File: config.mk
export PLATFORM = sky130hd
export DESIGN_NAME = ifu_prefetch
export DESIGN_NICKNAME = d
export VERILOG_FILES = /design/src/rtl/ifu_prefetch.sv
export SDC_FILE = /design/constraint.sdc
export NUM_CORES = 1
export LEC_CHECK = 0
export ABC_AREA = 1
export CORE_MARGIN = 1.5
export CORE_UTILIZATION = 54
export CTS_BUF_LIST = sky130_fd_sc_hd__clkbuf_16
export DETAILED_ROUTE_END_ITERATION = 7
export PLACE_DENSITY = 0.87
export SETUP_SLACK_MARGIN = 0.4
export SKIP_CTS_REPAIR_TIMING = 1
export SLEW_MARGIN = 20
export SYNTH_ARGS = -nofsm -noshare
export SYNTH_HDL_FRONTEND = slang
export SYNTH_SLANG_ARGS = --single-unit
File: constraint.sdc
create_clock -name clock -period 5.3 [get_ports clock]
set_input_delay 1.59 -clock clock [delete_from_list [all_inputs] [get_ports clock]]
set_output_delay 1.59 -clock clock [all_outputs]
set_load 0.05 [all_outputs]
File: src/rtl/ifu_prefetch.sv
// rtl/ifu_prefetch.sv - instruction prefetch unit with DEPTH-entry buffer
//
// Fetches sequential 32-bit instruction words over a single-outstanding bus
// and queues {inst, pc} pairs for the core.
//
// Ports:
//   clock, reset          single clock, asynchronous active-high reset
//   io_reqValid/io_addr   bus request (held until io_respValid)
//   io_respValid/io_rdata bus response
//   redirect/redirect_pc  flush buffer and restart fetch at redirect_pc
//   respValid/respReady   head-of-buffer handshake; inst/inst_pc are the head
//   count                 buffer occupancy
//   perf_fetch/perf_drop  push / discarded-response counters
//
// Optional feature macro: IFU_PREFETCH_PERF_EN enables the perf counters;
// without it perf_fetch and perf_drop are tied to zero.
module ifu_prefetch #(
  parameter int          DEPTH    = 4,
  parameter logic [31:0] RESET_PC = 32'h8000_0000
) (
  input  logic                         clock,
  input  logic                         reset,
  input  logic                         io_respValid,
  input  logic [31:0]                  io_rdata,
  output logic [31:0]                  io_addr,
  output logic                         io_reqValid,
  input  logic                         redirect,
  input  logic [31:0]                  redirect_pc,
  input  logic                         respReady,
  output logic                         respValid,
  output logic [31:0]                  inst,
  output logic [31:0]                  inst_pc,
  output logic [$clog2(DEPTH+1)-1:0]   count,
  output logic [31:0]                  perf_fetch,
  output logic [31:0]                  perf_drop
);

  localparam int CW = $clog2(DEPTH + 1);
  localparam int PW = $clog2(DEPTH);

  typedef enum logic [1:0] {S_IDLE, S_WAIT, S_DROP} state_t;

  state_t        state_q, state_d;
  logic [31:0]   fetch_pc_q, fetch_pc_d;
  logic [31:0]   req_addr_q, req_addr_d;
  logic [CW-1:0] count_q, count_d;
  logic [PW-1:0] head_q, tail_q;
  logic [31:0]   inst_mem [DEPTH];
  logic [31:0]   pc_mem   [DEPTH];

  logic          push, pop, drop;
  logic [31:0]   push_pc;

  always_comb begin
    state_d     = state_q;
    fetch_pc_d  = fetch_pc_q;
    req_addr_d  = req_addr_q;
    io_reqValid = 1'b0;
    io_addr     = req_addr_q;
    push        = 1'b0;
    push_pc     = req_addr_q;
    drop        = 1'b0;
    case (state_q)
      S_IDLE: begin
        io_addr = fetch_pc_q;
        // Issue decision uses registered occupancy: a pop from full costs one bubble.
        if (!redirect && count_q != CW'(DEPTH)) begin
          io_reqValid = 1'b1;
          req_addr_d  = fetch_pc_q;
          push_pc     = fetch_pc_q;
          if (io_respValid) begin
            push       = 1'b1;
            fetch_pc_d = fetch_pc_q + 32'd4;
          end else begin
            state_d = S_WAIT;
          end
        end
      end
      S_WAIT: begin
        io_reqValid = 1'b1;
        if (io_respValid) begin
          state_d = S_IDLE;
          if (redirect) begin
            drop = 1'b1;
          end else begin
            push       = 1'b1;
            fetch_pc_d = fetch_pc_q + 32'd4;
          end
        end else if (redirect) begin
          state_d = S_DROP;
        end
      end
      S_DROP: begin
        // Stale request still in flight: swallow its response.
        io_reqValid = 1'b1;
        if (io_respValid) begin
          drop    = 1'b1;
          state_d = S_IDLE;
        end
      end
      default: state_d = S_IDLE;
    endcase
    if (redirect) fetch_pc_d = redirect_pc;
    if (reset) io_reqValid = 1'b0;
  end

  assign respValid = (count_q != '0) && !redirect;
  assign pop       = respValid && respReady;
  assign inst      = inst_mem[head_q];
  assign inst_pc   = pc_mem[head_q];
  assign count     = count_q;

  always_comb begin
    count_d = count_q + CW'(push) - CW'(pop);
    if (redirect) count_d = '0;
  end

  always_ff @(posedge clock or posedge reset) begin
    if (reset) begin
      state_q    <= S_IDLE;
      fetch_pc_q <= RESET_PC;
      req_addr_q <= RESET_PC;
      count_q    <= '0;
      head_q     <= '0;
      tail_q     <= '0;
    end else begin
      state_q    <= state_d;
      fetch_pc_q <= fetch_pc_d;
      req_addr_q <= req_addr_d;
      count_q    <= count_d;
      if (redirect) begin
        head_q <= '0;
        tail_q <= '0;
      end else begin
        if (push) tail_q <= tail_q + PW'(1);
        if (pop)  head_q <= head_q + PW'(1);
      end
    end
  end

  // Storage needs no reset; occupancy alone defines validity.
  always_ff @(posedge clock) begin
    if (push && !redirect) begin
      inst_mem[tail_q] <= io_rdata;
      pc_mem[tail_q]   <= push_pc;
    end
  end

`ifdef IFU_PREFETCH_PERF_EN
  logic [31:0] perf_fetch_q, perf_drop_q;

  always_ff @(posedge clock or posedge reset) begin
    if (reset) begin
      perf_fetch_q <= '0;
      perf_drop_q  <= '0;
    end else begin
      if (push && !redirect) perf_fetch_q <= perf_fetch_q + 32'd1;
      if (drop)              perf_drop_q  <= perf_drop_q + 32'd1;
    end
  end

  assign perf_fetch = perf_fetch_q;
  assign perf_drop  = perf_drop_q;
`else
  logic unused_perf;
  assign unused_perf = drop;
  assign perf_fetch  = '0;
  assign perf_drop   = '0;
`endif

endmodule

After elaboration in Yosys (flattened, before gate mapping)
Memory sizes are Yosys's and may differ from the RTL's.
Index checks and enable logic that the tools add are counted.
{"block": "classes", "reduce_logical": 13, "mux": 28, "n_eq_ne": 8, "n_addsub": 5}
{"op": "32-bit two-way mux", "n": 6}
{"op": "32-bit case mux with 2 select lines", "n": 1}
{"op": "32-bit by 3-bit adder with 32-bit output (second input constant)", "n": 1}
{"op": "2-bit two-way mux", "n": 9}
{"op": "3-bit != test (second input constant)", "n": 3}
{"op": "1-bit two-way mux", "n": 8}
{"op": "2-bit != test (second input constant)", "n": 3}
{"op": "2-bit case mux with 3 select lines", "n": 1}
{"op": "3-bit nonzero test", "n": 2}
{"op": "2-bit by 1-bit adder with 2-bit output (second input constant)", "n": 2}
{"op": "1-bit logical AND", "n": 4}
{"op": "1-bit case mux with 2 select lines", "n": 2}
{"op": "4-bit AND reduction", "n": 1}
{"op": "2-bit nonzero test", "n": 2}
{"op": "3-bit by 1-bit adder with 3-bit output", "n": 1}
{"op": "3-bit two-way mux", "n": 1}
{"op": "3-bit by 1-bit subtractor with 3-bit output", "n": 1}
{"op": "2-bit by 1-bit equality test with 1-bit output (second input constant)", "n": 1}
{"op": "2-bit equality test (second input constant)", "n": 1}
{"op": "2-bit zero test", "n": 1}
{"op": "2-bit AND reduction", "n": 1}
{"op": "2-bit OR reduction", "n": 1}
{"op": "1-bit zero test", "n": 1}
{"block": "word_totals", "output_inout_bits": 165, "n_memories": 2, "in_bits": 69, "register_bits": 73, "wordCells": 62, "ramBits": 256}
{"memory": "inst_mem", "depth": 4, "word_bits": 32, "read_ports": 1, "rd_clocked_by_memory_dff": 0, "write_ports": 1, "line": "48", "source": "logic [31:0] inst_mem [DEPTH];"}
{"memory": "pc_mem", "depth": 4, "word_bits": 32, "read_ports": 1, "rd_clocked_by_memory_dff": 0, "write_ports": 1, "line": "49", "source": "logic [31:0] pc_mem [DEPTH];"}

Depth between registers and ports, before layout
{"block": "depth", "ltp_word": 7, "depth_mapped": 14, "depth_no_buf": 14}

Worst setup path after synthesis
No wires, ideal clock.
{"block": "synth_timing", "path_kind": "input -> register", "startpoint": "input port redirect", "endpoint": "memory inst_mem[0][0] (enable)", "arrival_ps": 4828, "stages": 5, "setup_slack_ps": -15, "setup_ps": 486, "t_required_ps": 4814, "n_path_buf": 2, "cell_sequence": "inv_1 -> buf_2 -> buf_2 -> nand2_1 -> nor2_1"}
{"block": "synth_between", "elab_chain_cells": 7, "elab_cells_between_ends": 9, "cone_classes": "mux (6); reduce/logical (3)"}
{"item": "start, declared", "line": "27", "source": "input logic redirect,"}
{"item": "1-bit zero test", "line": "67, 143"}
{"item": "1-bit logical AND", "line": "67", "source": "if (!redirect && count_q != CW'(DEPTH)) begin"}
{"item": "1-bit two-way mux", "line": "67"}
{"item": "1-bit case mux with 2 select lines", "line": "63", "source": "case (state_q)"}
{"item": "1-bit logical AND (*)", "line": "143", "source": "if (push && !redirect) begin"}
{"item": "1-bit two-way mux (*)", "line": "143"}
{"item": "1-bit two-way mux (not written as such) (*)", "line": "144", "source": "inst_mem[tail_q] <= io_rdata;"}
{"item": "end, declared", "line": "48"}
Every way passes the cells marked *; elsewhere a longest branch is shown, timed or not.

Worst setup path in the final report
{"block": "layout_timing", "startpoint": "register head_q[0]", "endpoint": "output port inst[16]"}
{"block": "layout_between", "elab_chain_cells": 1}
{"item": "start, declared", "line": "47", "source": "logic [PW-1:0] head_q, tail_q;"}
{"item": "start signal, assigned", "line": "136", "source": "if (pop) head_q <= head_q + PW'(1);"}
{"item": "memory 4 x 32 bit"}
{"item": "end, declared", "line": "31", "source": "output logic [31:0] inst,"}
No other way between the ends.

==> flow_summary.toml <==
[status]
status = "complete, but fails checks"
failed_checks = "DRC"

[global_routing]
grt_max_degree = 65
grt_pass1_wl_um = 50700
grt_pass1_vias = 9715
grtUsageTotal_pct = 23.3
antenna_found_initial = 0
grt_overflow = 0

[drt]
drt-total-wl_um = 32400
viasPerCell = 5.50
wire_per_inst_um = 17.5
ant_nets = 0
via_count = 10200
first_pass_iters = 8
drt_iter0_drc = 939
post-route-drc-count = 27

[setup_path]
rr_worst_depth = 14
endpoint_kind = "output port"
critPathLaunchType = "flop"
critical_path_class = "flop to output port"
required_ns = 3.71
path_max_fanout = 40
cp.arrival_ns = 3.13

[logic_synthesis]
syn_avg_cell_area_um2 = 10.8
synth_xor_xnor_area_share_pct = 0.243
yosys-top-cells-area = "edfxtp_1, dfrtp_1, o21ai_0"
ys_ff_latch = 329
yosysTopAreaCell = "edfxtp_1"
yosys-top-cells-count = "edfxtp_1, nand2_1, o21ai_0, nor2_1, dfrtp_1"
yosys.area_share.simple_pct = 14.1
yosysWarningCount = 0
synth_fa_ha_area_share_pct = 1.10
synth_cells = 1336
synthMuxAreaShare_pct = 0
synth.cell_area_um2 = 14400
synth-main-ff-cell = "edfxtp_1"
netlist-cell-type-count = 34
async_flop_share_pct = 22.2
synth_edf_count = 256
yosysSeqAreaShare_pct = 66.1
synth_top_family_by_area = "simple AND/OR/NAND/NOR gates"
yosysMostFrequentCell = "edfxtp_1"
synth.top_cell.area_share_pct = 53.4
synth_compound_area_share_pct = 11.1

[layout]
layout-drive-gt1-share_pct = 7.32
nets = 1572
area_delta_synth_final_pct = 20.8
antenna_cells = 0

[place]
portBuffers = 169
gp_congestion = 0.975
dpl.hpwl_um = 20500

[clock_network]
clock_latency_ns = 0.51
numClockSinks = 329
path_clk_slew_ns = 0.06
clock_path_buffers = 3
numCtsBuffers = 35
h-tree-depth = 2
cts_root_buf = "clkbuf_16"
tritoncts = "done"

[sta]
maxSlewViolCount = 0
worst_pin_slew_ns = 0.918
setup_violations = 0
fin_crit_sh_pct = 89.0
slew_headroom_pct = 38.7
tns_ns = 0
skew_ns = 0.0234
fin_crit_ns = 4.72
hold_viol = 0
rsz0062_at_grt = "false"
max_clock_freq_ghz = 0.212
timing.hold.ws_ns = 0.489

[min_path]
min_path_cells = 2
hold_class = "flop to flop"

[floorplan]
num_rows = 59
die_h_um = 166
start_util_pct = 55.1
coreArea_um2 = 26100
die_w_um = 166
die-area_um2 = 27600
boundaryPins = 234

[power_and_ir_drop]
powerDensity_nw_per_um2 = 616
cellLeakagePower_nw = 6.59
irDropWorstVdd_mv = 0.526

[flow_run]
cap_violations = 0
## per-layer routing
metal / share of wire (%) / vias to the layer above / global-route usage, % / wire [um]
met5: 0 / - / 0 / 0
met4: 2.5 / 0 / 7.35 / 813
met3: 7.7 / 68 / 3.53 / 2500
met2: 49 / 462 / 39.9 / 15900
met1: 41 / 4853 / 30.8 / 13200
li1: - / 4796 / - / -
## cells in the final DEF, fill, tap and decap left out, types with 4 or more instances in the layout
cell type / n
inv_6: 4
edfxtp_1: 256
conb_1: 64
buf_4: 18
bufinv_16: 5
clkinvlp_4: 5
o21ai_0: 214
o22ai_1: 66
nor2_1: 201
inv_1: 63
nand2_1: 214
nor2_4: 13
a21oi_1: 10
buf_12: 4
inv_2: 4
clkdlybuf4s50_1: 167
clkinv_1: 5
dfrtp_1: 69
ha_1: 11
clkbuf_16: 36
nand3_1: 47
## stage by stage
step / std cells / instance area (um^2) / worst slack, ns / util (%) / power (W)
after floorplan: 1399 / 14600 / -0.0147 / - / 0.00674
after global placement: 1789 / 16200 / 0.914 / 61.9 / 0.00812
after detailed placement: 1789 / 16200 / 0.908 / 61.9 / 0.00822
after CTS: 1852 / 17400 / 0.473 / 66.5 / 0.0107
after global routing: 1852 / 17400 / 0.452 / 66.5 / 0.0112
final: 1852 / 17400 / 0.583 / 66.5 / 0.0107
## where the power goes
| part | leakage [nW] | switching, W | internal, W |
|---|---|---|---|
| Combinational | 2.79 | 0.00331 | 0.00126 |
| Sequential | 3.21 | 0.000247 | 0.00340 |
| Clock | 0.582 | 0.000994 | 0.00150 |
## worst max-delay path: stages, from the launching register on
cell and delay (ns):
dfrtp_4 0.60, inv_4 0.37, buf_4 0.43, o21ai_0 0.13
o22ai_1 0.21, clkdlybuf4s50_1 0.85
## sequential cells by signal (all words and copies together), names as in the netlist
signal and count:
count 3, fetch_pc_q 32, head_q 2, inst_mem 128
pc_mem 128, req_addr_q 32, state_q 2, tail_q 2
## logic make-up after synthesis
family | count (synthesis)
xor+xnor | 4
flops | 329
buf+inv | 200
simple gates | 490
other cells | 1
compound gates | 300
fa+ha+maj | 12
## path summary, 6_finish.rpt
check	from	to	slack (ns)
worst max-delay path	head_q[0]	inst[16]	0.58
worst min-delay path	fetch_pc_q[31]	fetch_pc_q[31]	0.49
worst max register to register	state_q[0]	count[2]	2.50
worst min register to register	fetch_pc_q[31]	fetch_pc_q[31]	0.49
max in group asynchronous	reset	req_addr_q[31]	2.94
min in group asynchronous	reset	state_q[1]	1.53
## final cells by class
type	instances	area (um^2)
Inverter	66	250
Multi-Input combinational cell	870	4100
Clock buffer	36	901
Sequential cell	329	9520
Clock inverter	27	302
Timing Repair Buffer	189	1890
Tap cell	335	419
Fill cell	1867	8750
Note: power is estimated with default switching activity, not from simulation.
